**src/rtl/cic_decimator_pkg.sv**
```systemverilog
// Shared types and constants for the complex CIC decimator.
package cic_decimator_pkg;

  localparam int unsigned SAMPLE_W       = 18;
  localparam int unsigned CIC_MAX_STAGES = 6;

  localparam logic signed [SAMPLE_W-1:0] SAMPLE_MAX = 18'sd131071;
  localparam logic signed [SAMPLE_W-1:0] SAMPLE_MIN = -18'sd131072;

  typedef struct packed {
    logic signed [SAMPLE_W-1:0] I;
    logic signed [SAMPLE_W-1:0] Q;
    logic                       Valid;
  } COMPLEX_STREAM;

endpackage

```
**src/rtl/cic_decimator_rail.sv**
```systemverilog
// One CIC rail: integrator chain, strobe-gated comb pipeline, round and saturate.
module cic_rail
  import cic_decimator_pkg::*;
#(
  parameter int unsigned STAGES    = 3,
  parameter int unsigned RATE_LOG2 = 3
) (
  input  logic                       clk_i,
  input  logic                       rst_ni,
  input  logic signed [SAMPLE_W-1:0] sample_i,
  input  logic                       valid_i,
  input  logic [STAGES+1:0]          stb_i,
  output logic signed [SAMPLE_W-1:0] data_o
);

  localparam int unsigned GROWTH = STAGES * RATE_LOG2;
  localparam int unsigned W      = SAMPLE_W + GROWTH;
  localparam int unsigned RW     = SAMPLE_W + 1;

  localparam logic signed [W:0]    HALF = {{W{1'b0}}, 1'b1} << (GROWTH - 1);
  localparam logic signed [RW-1:0] RMAX = RW'(SAMPLE_MAX);
  localparam logic signed [RW-1:0] RMIN = RW'(SAMPLE_MIN);

  logic signed [W-1:0]        integ_q [STAGES];
  logic signed [W-1:0]        integ_d [STAGES];
  logic signed [W-1:0]        comb_q  [STAGES];
  logic signed [W-1:0]        dly_q   [STAGES];
  logic signed [W-1:0]        comb_x  [STAGES];
  logic signed [W-1:0]        acc;
  logic signed [W:0]          rsum;
  logic signed [RW-1:0]       rnd_q, rnd_d;
  logic signed [SAMPLE_W-1:0] data_q, sat_d;

  // Integrators cascade within one cycle, so each stage sees this cycle's sum.
  always_comb begin
    acc = {{GROWTH{sample_i[SAMPLE_W-1]}}, sample_i};
    for (int unsigned k = 0; k < STAGES; k++) begin
      acc        = acc + integ_q[k];
      integ_d[k] = acc;
    end
  end

  always_comb begin
    comb_x[0] = integ_q[STAGES-1];
    for (int unsigned k = 1; k < STAGES; k++) begin
      comb_x[k] = comb_q[k-1];
    end
  end

  always_comb begin
    rsum  = {comb_q[STAGES-1][W-1], comb_q[STAGES-1]} + HALF;
    rnd_d = RW'(rsum >>> GROWTH);
    if (rnd_q > RMAX) begin
      sat_d = SAMPLE_MAX;
    end else if (rnd_q < RMIN) begin
      sat_d = SAMPLE_MIN;
    end else begin
      sat_d = rnd_q[SAMPLE_W-1:0];
    end
  end

  always_ff @(posedge clk_i) begin
    if (!rst_ni) begin
      for (int unsigned k = 0; k < STAGES; k++) begin
        integ_q[k] <= '0;
        comb_q[k]  <= '0;
        dly_q[k]   <= '0;
      end
      rnd_q  <= '0;
      data_q <= '0;
    end else begin
      if (valid_i) begin
        for (int unsigned k = 0; k < STAGES; k++) begin
          integ_q[k] <= integ_d[k];
        end
      end
      for (int unsigned k = 0; k < STAGES; k++) begin
        if (stb_i[k]) begin
          comb_q[k] <= comb_x[k] - dly_q[k];
          dly_q[k]  <= comb_x[k];
        end
      end
      if (stb_i[STAGES]) begin
        rnd_q <= rnd_d;
      end
      if (stb_i[STAGES+1]) begin
        data_q <= sat_d;
      end
    end
  end

  assign data_o = data_q;

endmodule

```
**src/rtl/cic_decimator.sv**
```systemverilog
// Complex CIC decimator top: shared sample counter, dump strobe pipeline, two rails.
module cic_decimator
  import cic_decimator_pkg::*;
#(
  parameter int unsigned STAGES    = 3,
  parameter int unsigned RATE_LOG2 = 3
) (
  input  logic          ipClk,
  input  logic          ipReset,
  input  COMPLEX_STREAM ipInput,
  output COMPLEX_STREAM opOutput
);

  localparam logic [RATE_LOG2-1:0] CNT_LAST = '1;

  logic [RATE_LOG2-1:0]       cnt_q, cnt_d;
  logic                       dump;
  logic [STAGES+1:0]          stb_q, stb_d;
  logic                       valid_q, valid_d;
  logic signed [SAMPLE_W-1:0] i_data, q_data;

  always_comb begin
    dump    = ipInput.Valid && (cnt_q == CNT_LAST);
    cnt_d   = ipInput.Valid ? cnt_q + 1'b1 : cnt_q;
    stb_d   = {stb_q[STAGES:0], dump};
    valid_d = stb_q[STAGES+1];
  end

  always_ff @(posedge ipClk) begin
    if (!ipReset) begin
      cnt_q   <= '0;
      stb_q   <= '0;
      valid_q <= 1'b0;
    end else begin
      cnt_q   <= cnt_d;
      stb_q   <= stb_d;
      valid_q <= valid_d;
    end
  end

  cic_rail #(.STAGES(STAGES), .RATE_LOG2(RATE_LOG2)) u_rail_i (
    .clk_i   (ipClk),
    .rst_ni  (ipReset),
    .sample_i(ipInput.I),
    .valid_i (ipInput.Valid),
    .stb_i   (stb_q),
    .data_o  (i_data)
  );

  cic_rail #(.STAGES(STAGES), .RATE_LOG2(RATE_LOG2)) u_rail_q (
    .clk_i   (ipClk),
    .rst_ni  (ipReset),
    .sample_i(ipInput.Q),
    .valid_i (ipInput.Valid),
    .stb_i   (stb_q),
    .data_o  (q_data)
  );

  assign opOutput.I     = i_data;
  assign opOutput.Q     = q_data;
  assign opOutput.Valid = valid_q;

endmodule

```
**config.mk**
```make
export PLATFORM = sky130hd
export DESIGN_NAME = cic_decimator
export DESIGN_NICKNAME = d
export VERILOG_FILES = /design/src/rtl/cic_decimator_pkg.sv /design/src/rtl/cic_decimator_rail.sv /design/src/rtl/cic_decimator.sv
export SDC_FILE = /design/constraint.sdc
export NUM_CORES = 1
export LEC_CHECK = 0
export ABC_AREA = 1
export BUFFER_PORTS_ARGS = -buffer_cell sky130_fd_sc_hd__buf_2
export CORE_MARGIN = 1
export CORE_UTILIZATION = 30
export CTS_CLUSTER_SIZE = 25
export DETAILED_ROUTE_END_ITERATION = 10
export PLACE_DENSITY_LB_ADDON = 0.3
export SLEW_MARGIN = 5
export SYNTH_ARGS = -nofsm -noshare
export SYNTH_HDL_FRONTEND = slang
export SYNTH_HIERARCHICAL = 1
export SYNTH_SLANG_ARGS = --single-unit
```
**constraint.sdc**
```tcl
create_clock -name ipClk -period 5.7 [get_ports ipClk]
set_clock_uncertainty 0.05 [all_clocks]
set_input_delay 0.285 -clock ipClk [delete_from_list [all_inputs] [get_ports ipClk]]
set_output_delay 0.285 -clock ipClk [all_outputs]
set_load 0.01 [all_outputs]
```
==> results.md <==
- Worst R2R Setup Slack: 410 ps
- CTS tree: built
- Filler cells: around 13000
- Main synth FF type: edfxtp_1
- Status: finished clean
- Setup crit start kind: register
- Worst-Skew Late Latency: 630 ps
- P_sw: between 7000 and 8000 uW
- Initial Util: 0.304
- Syn Area/Cell: 8.06 um^2
- # diodes: 0
- Met2 wire length: around 35 mm
- Hold/Removal Path Class: primary input to register
- Clk pin slew, worst setup/hold paths: 60 ps
- Non-Filler Instances: 6391
- Most frequent cell after synthesis: nand2_1
- Pre-CTS WS: between 300 and 400 ps
- Placeable core region: 122000 um^2
- Period Utilization, post-route: 0.928
- Via density: ~4.5
- Fin nets: roughly 5100
- Hold Fails Final Rpt: 0
- Area of the mapped netlist: about 37000 um^2
- Worst setup EP type: register
- WHS Path Cells: 3
- Area share of the largest cell type after synthesis: 0.379
- Yosys reg bits: 553
- Fin. max-slew vios: 0
- Number of clock sinks: 553
- DIE AREA: 125000 um^2
- HP Start: ipReset
- Layout cells sized above 1: 0.0602
- Grt total ovfl: 0
- P_int: 10200 uW
- Top post-synthesis cells by area: edfxtp_1 38%, ha_1 11%, nand2_1 8.7%, inv_1 8.7%, a21oi_1 6.8%
- Synth top cells by count: 865 x nand2_1, 858 x inv_1, 503 x a21oi_1, 470 x edfxtp_1, 434 x nor2_1
- Async S/R FF share, synth: 0
- Clock Power Share: 0.247
- Synth unique cells: 59
- Total power: 17500 uW
- Row cnt: 128
- Post-synth EDFFs: 470
- I/O Pins: 76
- Initial DRC Count: around 1600
- Syn Inst Count: 4619
- RD Place Congestion: approximately 0.86
- Die Height: 354 um
- RSZ-0062 raised after global routing: yes
- Synthesis warning total: 6
- Largest net degree at the start of global routing: 142
- 1st-pass router iterations: 5
- First-pass GRT wire length: 135 mm
- R2r endpoint: u_rail_q/integ_q[0][80]
- PortBufs: 75
- Root Buffer: clkbuf_16
- # setup viols final: 0
- Final setup margin: approximately 410 ps
- Die X-Extent: between 300 and 400 um
- Setup CP Type: register to register
- Setup tns final: 0 ps
- Residual DRC: 0
- Hold Path End: stb_q[1]
- Synthesis-to-finish area growth: 12.3%
- Cell total after placement: 6261
- Antenna violations before repair: 0
- Total CTS buffers: 71
- Leakage: 0.0202 uW
- Register area: 15800 um^2
- Drt total wl: approximately 81 mm
- Overall routing resource usage: 0.128
- HPWL after DPL: 59.8 mm
- Vias: 29000
- Crit Path Max Fanout: 6
- Sequential share of the synthesized area: 0.424
- Power per standard cell area: 419 nW/um^2
- Combinational power share: 0.456
- Max-cap violations: 0
- Tightest Pin Transition: 1190 ps
- Number of global-route vias before repair: 27800
- Worst vdd ir: 298 uV
- WL/cell: approximately 13 um
- Synthesized Nets: 4988
- Htree depth: 3
- Worst Path Arrival: 5610 ps
- Slew margin rel.: 0.201
- R2R depth: 29
- Crit-path slowest cell: ha_1
- RR Startpoint: u_rail_q/integ_q[0][2]
- DR top layer: met4
- Clock period minus worst slack: 5290 ps
- Routed metal-1 wire length: between 40 and 50 mm
- Remaining antenna violation count: 0
- CP peak stage delay: 370 ps
- Sequential share of power: 0.297
- Met3 WL: 2.87 mm
- Max clock buf depth: 3
- Switching portion of total power: 0.419
- CP most frequent cell: nand2_1
- Synth area leader: edfxtp_1
- Critical Path RT: 6020 ps
- Multi-input logic area: 18000 um^2
- F_max: 189 MHz
## cell type report
class	count	area share
multi-input cells	3133	0.431
clock inverters	37	0.00773
repair buffers	92	0.0124
well taps	1625	0.0487
inverters	860	0.0773
clock buffers	91	0.0458
flip-flops and latches	553	0.378
## power by group through the flow
stage / Clock, uW / Combinational (uW) / Sequential (uW)
5_1_grt: 4650 / 9150 / 5260
3_3_place_gp: 0 / 7820 / 5280
6_report: 4330 / 7990 / 5200
4_1_cts: 4500 / 7920 / 5210
3_5_place_dp: 0 / 7870 / 5280
2_1_floorplan: 0 / 6120 / 5150
## layout by cell type, fill, tap and decap left out, types with 73 or more instances in the layout
| cell type | netlist | layout |
|---|---|---|
| inv_1 | 858 | 858 |
| buf_2 | 7 | 75 |
| clkbuf_16 | 0 | 73 |
| dfxtp_1 | 83 | 83 |
| nor2_1 | 434 | 434 |
| ha_1 | 320 | 320 |
| nand2_1 | 865 | 857 |
| o21ai_0 | 329 | 329 |
| xor2_1 | 83 | 82 |
| edfxtp_1 | 470 | 470 |
| nand3_1 | 136 | 136 |
| a21oi_1 | 503 | 503 |
## how the worst max path moves through the flow
| stage | from | to | depth (start not counted) |
|---|---|---|---|
| global route | u_rail_i/integ_q[0][0] | u_rail_i/integ_q[0][79] | 31 |
| finish | u_rail_q/integ_q[0][2] | u_rail_q/integ_q[0][80] | 29 |
| floorplan | u_rail_i/integ_q[0][0] | u_rail_i/integ_q[0][79] | 30 |
| CTS | u_rail_i/integ_q[0][0] | u_rail_i/integ_q[0][79] | 31 |
| global placement | ipInput[19] | u_rail_i/integ_q[0][79] | 32 |
| detailed placement | ipInput[19] | u_rail_i/integ_q[0][79] | 32 |
## layer usage
layer / track usage / up-vias
li1: - / 15600
met1: 0.176 / 12900
met2: 0.207 / 408
met3: 0.0205 / 121
met4: 0.0367 / 0
met5: 0 / -
## metrics by stage
stage               instance area [um^2]  hold slack [ps]  utilization
floorplan                          37200              364            -
global placement                   39500              381        0.323
detailed placement                 39500              391        0.323
CTS                                41800             13.7        0.341
global route                       41800             56.9        0.342
finish                             41800             55.9        0.342
## registers in the layout, summed over array words and instances, names as in the netlist
register / cells
stb_q: 5
u_rail_i/comb_q: 73
u_rail_i/data_o: 18
u_rail_q/comb_q: 73
u_rail_i/dly_q: 81
cnt_q: 3
u_rail_q/integ_q: 81
u_rail_i/rnd_q: 19
u_rail_q/data_o: 18
u_rail_q/dly_q: 81
u_rail_i/integ_q: 81
valid_q: 1
u_rail_q/rnd_q: 19
## critical path, delay by kind of cell (launching register included)
family | cells | cell delay [ps]
AO/OA/AOI/OAI | 7 | 1230
flip-flops | 1 | 360
AND/OR/NAND/NOR | 14 | 1510
adder cells (fa/ha/maj) | 3 | 1080
buffers and inverters | 3 | 240
XOR/XNOR | 2 | 560
## logic make-up (layout without fill, tap and decap cells)
family,after synthesis,count (layout),share of synthesized area
DFF,553,553,0.424
xor gates and xnor gates,122,122,0.0287
adders and majority gates,330,330,0.113
AOI/OAI and AO/OA,1089,1089,0.163
buffers and inverters,933,1080,0.0946
and+or+nand+nor,1592,1592,0.176
## timing repair
item | CTS | global route
buffers inserted | 0 | 1
hold buffers | 1 | 0
endpoints found under the hold margin | 3 | 0
endpoints found under the setup margin | 0 | 2
gates resized for setup | 0 | 4
Power figures use the tool's default switching activity.
